===== config.mk =====
export PLATFORM = sky130hd
export DESIGN_NAME = vga_rx_monitor
export DESIGN_NICKNAME = d
export VERILOG_FILES = /design/src/rtl/vga_rx_monitor.sv
export SDC_FILE = /design/constraint.sdc
export NUM_CORES = 1
export LEC_CHECK = 0
export BUFFER_PORTS_ARGS = -buffer_cell sky130_fd_sc_hd__buf_2
export CAP_MARGIN = 30
export CORE_UTILIZATION = 40
export CTS_BUF_LIST = sky130_fd_sc_hd__clkbuf_8
export DETAILED_ROUTE_END_ITERATION = 8
export RECOVER_POWER = 100
export SETUP_SLACK_MARGIN = 0.3
export SLEW_MARGIN = 15
export SYNTH_ARGS = -nofsm -noshare
export SYNTH_HDL_FRONTEND = slang
export SYNTH_SLANG_ARGS = --single-unit
export TNS_END_PERCENT = 30

===== constraint.sdc =====
create_clock -name Clk -period 5.6 [get_ports Clk]
set_clock_uncertainty 0.05 [all_clocks]
set_input_delay 0.84 -clock Clk [delete_from_list [all_inputs] [get_ports Clk]]
set_output_delay 0.84 -clock Clk [all_outputs]
set_load 0.1 [all_outputs]

===== src/rtl/vga_rx_monitor.sv =====
`default_nettype none
// =====================================================================
// Module   : vga_rx_monitor
// Purpose  : VGA sink that rebuilds pixel coordinates from sync edges,
//            checks line/frame/blank timing, tracks lock, sums frames.
// Revision : 1.0
// =====================================================================
module vga_rx_monitor #(
    parameter int H_ACTIVE = 640,
    parameter int H_FP     = 16,
    parameter int H_SYNC   = 96,
    parameter int H_BP     = 48,
    parameter int V_ACTIVE = 480,
    parameter int V_FP     = 10,
    parameter int V_SYNC   = 2,
    parameter int V_BP     = 33
) (
    input  logic        Clk,
    input  logic        Reset_n,
    input  logic        pix_ce,
    input  logic        VGA_HS,
    input  logic        VGA_VS,
    input  logic        VGA_BLANK_N,
    input  logic [7:0]  VGA_R,
    input  logic [7:0]  VGA_G,
    input  logic [7:0]  VGA_B,
    output logic [9:0]  rx_x,
    output logic [9:0]  rx_y,
    output logic        rx_de,
    output logic        locked,
    output logic        frame_done,
    output logic [31:0] frame_sum,
    output logic [15:0] h_err_cnt,
    output logic [15:0] v_err_cnt,
    output logic [15:0] blank_err_cnt
);

    localparam int H_TOTAL = H_ACTIVE + H_FP + H_SYNC + H_BP;
    localparam int V_TOTAL = V_ACTIVE + V_FP + V_SYNC + V_BP;
    localparam int H_START = H_SYNC + H_BP;
    localparam int V_START = V_SYNC + V_BP;

    localparam logic [11:0] C_H_TOTAL = 12'(H_TOTAL);
    localparam logic [9:0]  C_V_TOTAL = 10'(V_TOTAL);
    localparam logic [10:0] C_H_FIRST = 11'(H_START);
    localparam logic [10:0] C_H_LAST  = 11'(H_START + H_ACTIVE - 1);
    localparam logic [9:0]  C_V_FIRST = 10'(V_START);
    localparam logic [9:0]  C_V_LAST  = 10'(V_START + V_ACTIVE - 1);
    localparam logic [9:0]  C_X_OFS   = 10'(H_START);

    typedef enum logic [1:0] {
        ST_SEARCH = 2'd0,
        ST_LOCK1  = 2'd1,
        ST_LOCKED = 2'd2
    } state_t;

    state_t      state_q, state_d;
    logic        hs_q, hs_d;
    logic        vs_q, vs_d;
    logic [10:0] h_cnt_q, h_cnt_d;
    logic [9:0]  v_cnt_q, v_cnt_d;
    logic [9:0]  rx_x_q, rx_x_d;
    logic [9:0]  rx_y_q, rx_y_d;
    logic        rx_de_q, rx_de_d;
    logic        locked_q, locked_d;
    logic        frame_done_q, frame_done_d;
    logic [31:0] frame_sum_q, frame_sum_d;
    logic [31:0] acc_q, acc_d;
    logic [15:0] h_err_q, h_err_d;
    logic [15:0] v_err_q, v_err_d;
    logic [15:0] blank_err_q, blank_err_d;

    logic w_hs_fall;
    logic w_vs_fall;
    logic w_line_bad;
    logic w_frame_bad;
    logic w_check;
    logic w_active;

    always_comb begin
        hs_d         = hs_q;
        vs_d         = vs_q;
        h_cnt_d      = h_cnt_q;
        v_cnt_d      = v_cnt_q;
        state_d      = state_q;
        rx_x_d       = rx_x_q;
        rx_y_d       = rx_y_q;
        rx_de_d      = rx_de_q;
        locked_d     = locked_q;
        frame_done_d = 1'b0;
        frame_sum_d  = frame_sum_q;
        acc_d        = acc_q;
        h_err_d      = h_err_q;
        v_err_d      = v_err_q;
        blank_err_d  = blank_err_q;

        w_hs_fall   = hs_q & ~VGA_HS;
        w_vs_fall   = vs_q & ~VGA_VS;
        w_line_bad  = w_hs_fall && (({1'b0, h_cnt_q} + 12'd1) != C_H_TOTAL);
        w_frame_bad = w_vs_fall && (v_cnt_q != C_V_TOTAL);
        w_check     = (state_q == ST_LOCK1) || (state_q == ST_LOCKED);
        w_active    = 1'b0;

        if (pix_ce) begin
            hs_d = VGA_HS;
            vs_d = VGA_VS;

            if (w_hs_fall)
                h_cnt_d = '0;
            else if (h_cnt_q != 11'h7FF)
                h_cnt_d = h_cnt_q + 11'd1;

            // VS restarts the line count even when HS falls on the same pixel
            if (w_vs_fall)
                v_cnt_d = '0;
            else if (w_hs_fall && (v_cnt_q != 10'h3FF))
                v_cnt_d = v_cnt_q + 10'd1;

            w_active = (h_cnt_d >= C_H_FIRST) && (h_cnt_d <= C_H_LAST) &&
                       (v_cnt_d >= C_V_FIRST) && (v_cnt_d <= C_V_LAST);

            rx_x_d  = h_cnt_d[9:0] - C_X_OFS;
            rx_y_d  = v_cnt_d - C_V_FIRST;
            rx_de_d = w_active && locked_q;

            if (w_check) begin
                if (w_line_bad && (h_err_q != 16'hFFFF))
                    h_err_d = h_err_q + 16'd1;
                if (w_frame_bad && (v_err_q != 16'hFFFF))
                    v_err_d = v_err_q + 16'd1;
                if ((VGA_BLANK_N != w_active) && (blank_err_q != 16'hFFFF))
                    blank_err_d = blank_err_q + 16'd1;
            end

            if (w_vs_fall) begin
                frame_sum_d  = acc_q;
                acc_d        = '0;
                frame_done_d = 1'b1;
            end else if (w_active && VGA_BLANK_N) begin
                acc_d = acc_q + {8'h00, VGA_R, VGA_G, VGA_B};
            end

            case (state_q)
                ST_SEARCH: begin
                    if (w_vs_fall)
                        state_d = ST_LOCK1;
                end
                ST_LOCK1: begin
                    if (w_line_bad)
                        state_d = ST_SEARCH;
                    else if (w_vs_fall)
                        state_d = w_frame_bad ? ST_LOCK1 : ST_LOCKED;
                end
                ST_LOCKED: begin
                    if (w_line_bad || w_frame_bad)
                        state_d = ST_SEARCH;
                end
                default: state_d = ST_SEARCH;
            endcase

            locked_d = (state_d == ST_LOCKED);
        end
    end

    always_ff @(posedge Clk or negedge Reset_n) begin
        if (!Reset_n) begin
            state_q      <= ST_SEARCH;
            hs_q         <= 1'b0;
            vs_q         <= 1'b0;
            h_cnt_q      <= '0;
            v_cnt_q      <= '0;
            rx_x_q       <= '0;
            rx_y_q       <= '0;
            rx_de_q      <= 1'b0;
            locked_q     <= 1'b0;
            frame_done_q <= 1'b0;
            frame_sum_q  <= '0;
            acc_q        <= '0;
            h_err_q      <= '0;
            v_err_q      <= '0;
            blank_err_q  <= '0;
        end else begin
            state_q      <= state_d;
            hs_q         <= hs_d;
            vs_q         <= vs_d;
            h_cnt_q      <= h_cnt_d;
            v_cnt_q      <= v_cnt_d;
            rx_x_q       <= rx_x_d;
            rx_y_q       <= rx_y_d;
            rx_de_q      <= rx_de_d;
            locked_q     <= locked_d;
            frame_done_q <= frame_done_d;
            frame_sum_q  <= frame_sum_d;
            acc_q        <= acc_d;
            h_err_q      <= h_err_d;
            v_err_q      <= v_err_d;
            blank_err_q  <= blank_err_d;
        end
    end

    assign rx_x          = rx_x_q;
    assign rx_y          = rx_y_q;
    assign rx_de         = rx_de_q;
    assign locked        = locked_q;
    assign frame_done    = frame_done_q;
    assign frame_sum     = frame_sum_q;
    assign h_err_cnt     = h_err_q;
    assign v_err_cnt     = v_err_q;
    assign blank_err_cnt = blank_err_q;

endmodule
`default_nettype wire


# Word level (Yosys, flattened, before mapping)
# Index checks and enable logic that the tools add are counted.
[word_totals] regBits=160 latchBits=0 ram_bits=0 romBits=0 input_bits=30 out_inout_bits=103 word_cells=80 memories=0
[op_classes] n_addsub=9 mul=0 div_mod_pow=0 order_cmp=4 n_eq_ne=11 n_shift=0 mux=17 bitwise_logic=4 n_reduce_logical=20
[op_table] cell="32-bit two-way mux" count=2
[op_table] cell="16-bit by 1-bit adder with 16-bit output, second input constant" count=3
[op_table] cell="16-bit inequality test, second input constant" count=3
[op_table] cell="11-bit two-way mux" count=3
[op_table] cell="32-bit by 24-bit adder with 32-bit output" count=1
[op_table] cell="10-bit two-way mux" count=3
[op_table] cell="10-bit inequality test, second input constant" count=2
[op_table] cell="11-bit by 1-bit adder with 12-bit output, second input constant" count=1
[op_table] cell="2-bit two-way mux" count=6
[op_table] cell="12-bit by 10-bit inequality test with 1-bit output, second input constant" count=1
[op_table] cell="11-bit by 1-bit adder with 11-bit output, second input constant" count=1
[op_table] cell="11-bit by 8-bit >= comparator with 1-bit output, second input constant" count=1
[op_table] cell="11-bit by 10-bit less-or-equal comparator with 1-bit output, second input constant" count=1
[op_table] cell="1-bit logical AND" count=11
[op_table] cell="11-bit inequality test, second input constant" count=1
[op_table] cell="10-bit by 1-bit adder with 10-bit output, second input constant" count=1
[op_table] cell="10-bit by 6-bit >= comparator with 1-bit output, second input constant" count=1
[op_table] cell="10-bit less-or-equal comparator, second input constant" count=1
[op_table] cell="10-bit by 6-bit subtractor with 10-bit output, second input constant" count=1
[op_table] cell="10-bit by 8-bit subtractor with 10-bit output, second input constant" count=1
[op_table] cell="3-bit AND reduction" count=3
[op_table] cell="2-bit one-hot mux with 3 select lines" count=1
[op_table] cell="2-bit equality test, second input constant" count=2
[op_table] cell="2-bit AND reduction" count=2
[op_table] cell="8 further kinds" count=12

# Longest topological paths before layout
[depth] ltp_word=12 mapped_depth=19 depth_no_buf=18

# Least setup slack after synthesis
# Ideal clock, no wire load.
[synth_timing] path_kind="input port to flip-flop" from="in VGA_HS" to="reg acc_q[30]" setup_ns=0.079 arrival_time_ns=3.920 required_ns=5.471 setup_slack_ns=1.551 cell_stages=16 n_path_buf=1 cell_sequence="nor2b_1 clkbuf_1 a211oi_1 ha_1 nand4b_1 a2111oi_0 o32ai_1 a211oi_2 ha_1 inv_1 a2111oi_4 and3_1 and2_1 nand2_1 o31ai_1 mux2i_1"
[synth_via] elab_chain_len=12 elab_cells_between_ends=18 cone_classes="4 x order compare; 5 x mux; 2 x bitwise; 7 x reduce/logical"
[synth_rtl] element="start, declared" line="21" source="input logic VGA_HS,"
[synth_rtl] element="1-bit inverter (*)" line="97" source="w_hs_fall = hs_q & ~VGA_HS;"
[synth_rtl] element="1-bit bitwise AND (*)" line="97"
[synth_rtl] element="1-bit logical AND" line="116" source="else if (w_hs_fall && (v_cnt_q != 10'h3FF))"
[synth_rtl] element="10-bit two-way mux" line="116"
[synth_rtl] element="10-bit two-way mux" line="114" source="if (w_vs_fall)"
[synth_rtl] element="10-bit two-way mux" line="104" source="if (pix_ce) begin"
[synth_rtl] element="10-bit by 6-bit >= comparator with 1-bit output" line="120" source="(v_cnt_d >= C_V_FIRST) && (v_cnt_d <= C_V_LAST);"
[synth_rtl] element="1-bit logical AND" line="119" source="w_active = (h_cnt_d >= C_H_FIRST) && (h_cnt_d <= C_H_LAST) &&"
[synth_rtl] element="1-bit logical AND (*)" line="120"
[synth_rtl] element="1-bit logical AND (*)" line="139" source="end else if (w_active && VGA_BLANK_N) begin"
[synth_rtl] element="2-bit nonzero test (no source line) (*)"
[synth_rtl] element="2-bit AND reduction (no source line) (*)"
[synth_rtl] element="end signal, assigned" line="178" source="acc_q <= '0;"
[synth_rtl] element="end signal, assigned" line="194" source="acc_q <= acc_d;"
[synth_rtl] element="end, declared" line="68" source="logic [31:0] acc_q, acc_d;"
# Every way passes the cells marked *; elsewhere a longest branch is shown, timed or not. The select of a mux whose other input is x is not followed.
# A chain may end at the register's enable or synchronous reset.

# Worst setup path in the final report
[layout_timing] from="reg h_cnt_q[0]" to="reg acc_q[30]"
[layout_via] elab_chain_len=11 elab_cells_between_ends=13 cone_classes="1 x add/sub; 2 x order compare; 1 x eq/ne; 3 x mux; 6 x reduce/logical"
[layout_rtl] element="start, declared" line="60" source="logic [10:0] h_cnt_q, h_cnt_d;"
[layout_rtl] element="start signal, assigned" line="186" source="h_cnt_q <= h_cnt_d;"
[layout_rtl] element="11-bit by 1-bit adder with 11-bit output or 11-bit inequality test (tied branches)" line="111, 110"
[layout_rtl] element="11-bit two-way mux (*)" line="110" source="else if (h_cnt_q != 11'h7FF)"
[layout_rtl] element="11-bit two-way mux (*)" line="108" source="if (w_hs_fall)"
[layout_rtl] element="11-bit two-way mux (*)" line="104"
[layout_rtl] element="11-bit by 8-bit >= comparator with 1-bit output or 11-bit by 10-bit less-or-equal comparator with 1-bit output (tied branches)" line="119"
[layout_rtl] element="1-bit logical AND (*) (2 in series)" line="119"
[layout_rtl] element="1-bit logical AND (*)" line="120"
[layout_rtl] element="1-bit logical AND (*)" line="139"
[layout_rtl] element="2-bit nonzero test (no source line) (*)"
[layout_rtl] element="2-bit AND reduction (no source line) (*)"
# Marks and branches as above.

==> results.toml <==
[logic_synthesis]
synth_mux_area_frac = 0.0697
syn_area_um2 = 9010
netlist-cell-type-count = 88
synth.top_cell.area_share = 0.433
synth_ff_type = "dfrtp_1"
yosys.area_share.adder = 0.0578
yosysTopAreaCell = "dfrtp_1"
synth_edf_count = 0
ys_warn_count = 0
synth_commonest_cells = "dfrtp_1, nand2_1, xnor2_1"
synth_top_family_by_area = "simple AND/OR/NAND/NOR gates"
synthCells = 903
synth-xor-area-share = 0.0720
synth-simple-area-share = 0.171
mappedNetlistNets = 974
synthArstFlopShare = 1.00
avgSynthCellArea_um2 = 9.97
synth_compound_area_frac = 0.163
synth_seq_area_share = 0.433
ys_ff_latch = 156
yosysMostFrequentCell = "dfrtp_1"
ys_top_cells_by_area = "dfrtp_1, xnor2_1, mux2_2, ha_1, nand2_1"

[clock_network]
clockBufferDepth = 2
cts_made_buffers = 17
clkTransAtPathRegs_ps = 90
cts.sinks = 156
cts.root.buffer_cell = "clkbuf_8"
cts_resized = 0
post_cts_buffers = 0
cts_tree = "done"
worstSkewPairLatency_ps = 450
htree_levels = 4
cts_hold_buf = 0

[layout]
nets = 1097
multiInputGateArea_um2 = 4790
n_antenna_cell = 0
seq_area_um2 = 3900
fill_cells = 2184
areaGrowthSynthToFinish_pct = 12.0
drive_above_1_share = 0.124

[floorplan]
rows = 54
initial_utilization = 0.410
coreArea_um2 = 22000
dieHeight_um = 152
dieArea_um2 = 23100
dieWidth_um = 152
io_pins = 133

[setup_path]
crit_top_cell = "ha_1"
crit_slowest_cell = "dfrtp_1"
cp.required_ps = 5920
slowest_delay_ps = 520
r2r_cells = 18
cp_max_fo = 12
critPathArrivalTime_ps = 5170
crit_type = "reg -> reg"
worst_setup_path_end_kind = "flop"
crit_cells = 18
regToRegSetupSlack_ps = 750
cp_top_family = "compound AO/OA/AOI/OAI gates"
critPathLaunchType = "flop"
path_cells = "ha_1 > and4_1 > nand3_1 > nand3_1 > nand2_1 > ha_1 > nand4b_1 > a2111oi_0 > o32ai_1 > a211oi_2 > ha_1 > inv_1 > a2111oi_4 > and3_1 > and2_0 > nand2_1 > o31ai_1 > mux2i_1"
crit_buf_inv = 1

[grt]
grt_antenna_before_repair = 1
grtUsageTotal = 0.193
grt_pass1_vias = 6958
grt.busiest_layer = "met2"
gr-usage-met2 = 0.313
grt_pass1_wl_um = 36000
grt_use_met3 = 0.0365
grt_remaining_overflow = 0
grt_max_degree = 60
grt.met1_usage = 0.260

[detailed_routing]
dr_total_vias = 7240
antenna_left = 0
drt_wl_total_um = 21600
drtIter0Drc = 339
wl_per_cell_um = 16.4
dr.pass1.iters = 6
via_per_inst = 5.50
drcViolationCount = 12

[place]
dp_hpwl_um = 15600
gp_congestion = 0.932
numPortBuffers = 132

[timing]
final_max_slew_viol_count = 103
relSlewSlack = -0.764
fin_crit_sh = 0.866
fmax_mhz = 206
timing.final.crit_period_ps = 4850
worstMarginPinSlew_ps = 2650
setup_viol = 0
fin_setup_tns_ps = 0
rsz0062_at_grt = "false"
hold_viol_final = 0

[status]
status = "finished, violations left"
violations = "DRC, capacitance limit, slew limit"

[power]
total_power_mw = 3.11
vdd_ir_drop_max_uv = 165
power_density_nw_per_um2 = 308
leakage_nw = 4.44

[worst_hold_path]
min_path_type = "reg -> reg"
hold_path_depth = 2

[job]
cap_violations = 3
[stage by stage]
stage	worst slack [ps]	hold slack (ps)	utilization	instance area, um2	instances
after floorplan	1550	419	-	9010	903
after global placement	773	413	0.452	9920	1286
after detailed placement	643	415	0.452	9930	1287
after CTS	603	244	0.468	10300	1317
after global routing	219	463	0.459	10100	1317
final	751	431	0.459	10100	1317
[layer usage]
layer	wire [um]	vias up
met3	951	29
met4	402	2
li1	-	3543
met2	10100	174
met5	12	-
met1	10100	3492
[layout by cell type (no fill, tap or decap), types with 13 or more instances in the layout]
master	synthesis	routed
a211oi_1	14	13
a21oi_1	45	45
and3_1	13	13
buf_2	12	28
clkbuf_1	17	109
clkbuf_8	0	18
dfrtp_1	156	156
ha_1	40	40
inv_1	23	25
mux2_2	45	45
nand2_1	102	102
nand3_1	33	33
nand4_1	25	25
nor2_1	47	47
nor3_1	13	14
o21ai_0	51	52
xnor2_1	58	58
xor2_1	16	16
[kinds of logic after synthesis]
group           count (synthesis)
flops                         156
compound gates                209
fa+ha+maj                      41
mux                            57
buf+inv                        66
xor+xnor                       74
simple gates                  300
[final cells by class]
type / count / share of cell area
repair buffers: 145 / 0.0597
inverters: 25 / 0.00930
clock buffers: 18 / 0.0246
clock inverters: 12 / 0.00992
multi-input cells: 681 / 0.475
well taps: 280 / 0.0347
flip-flops and latches: 156 / 0.387
[state kept, by name, summed over array words and instances, names as in the netlist]
name and flops:
locked 1, h_err_cnt 16, rx_x 6, acc_q 32, hs_q 1, v_cnt_q 10
vs_q 1, h_cnt_q 11, state_q 2, blank_err_cnt 16, frame_done 1, rx_y 10
rx_de 1, v_err_cnt 16, frame_sum 32
[final timing paths]
kind                               endpoint           from
max in group asynchronous  blank_err_cnt[9]        Reset_n
max                               acc_q[30]     h_cnt_q[0]
min                           frame_sum[24]  frame_sum[24]
min in group asynchronous     frame_sum[11]        Reset_n
min reg2reg                   frame_sum[24]  frame_sum[24]
max reg2reg                       acc_q[30]     h_cnt_q[0]
[worst reg2reg max path, delay by kind of cell (launching register included)]
kind | cells | cell delay, ps
AO/OA/AOI/OAI | 5 | 1560
AND/OR/NAND/NOR | 8 | 1530
adder cells (fa/ha/maj) | 3 | 830
flip-flops | 1 | 520
multiplexers | 1 | 210
buffers and inverters | 1 | 90
[power by group]
part	internal, mW	switching [mW]
Sequential	1.21	0.115
Combinational	0.205	0.792
Clock	0.355	0.431
Total	1.77	1.34
Power figures use the tool's default switching activity.
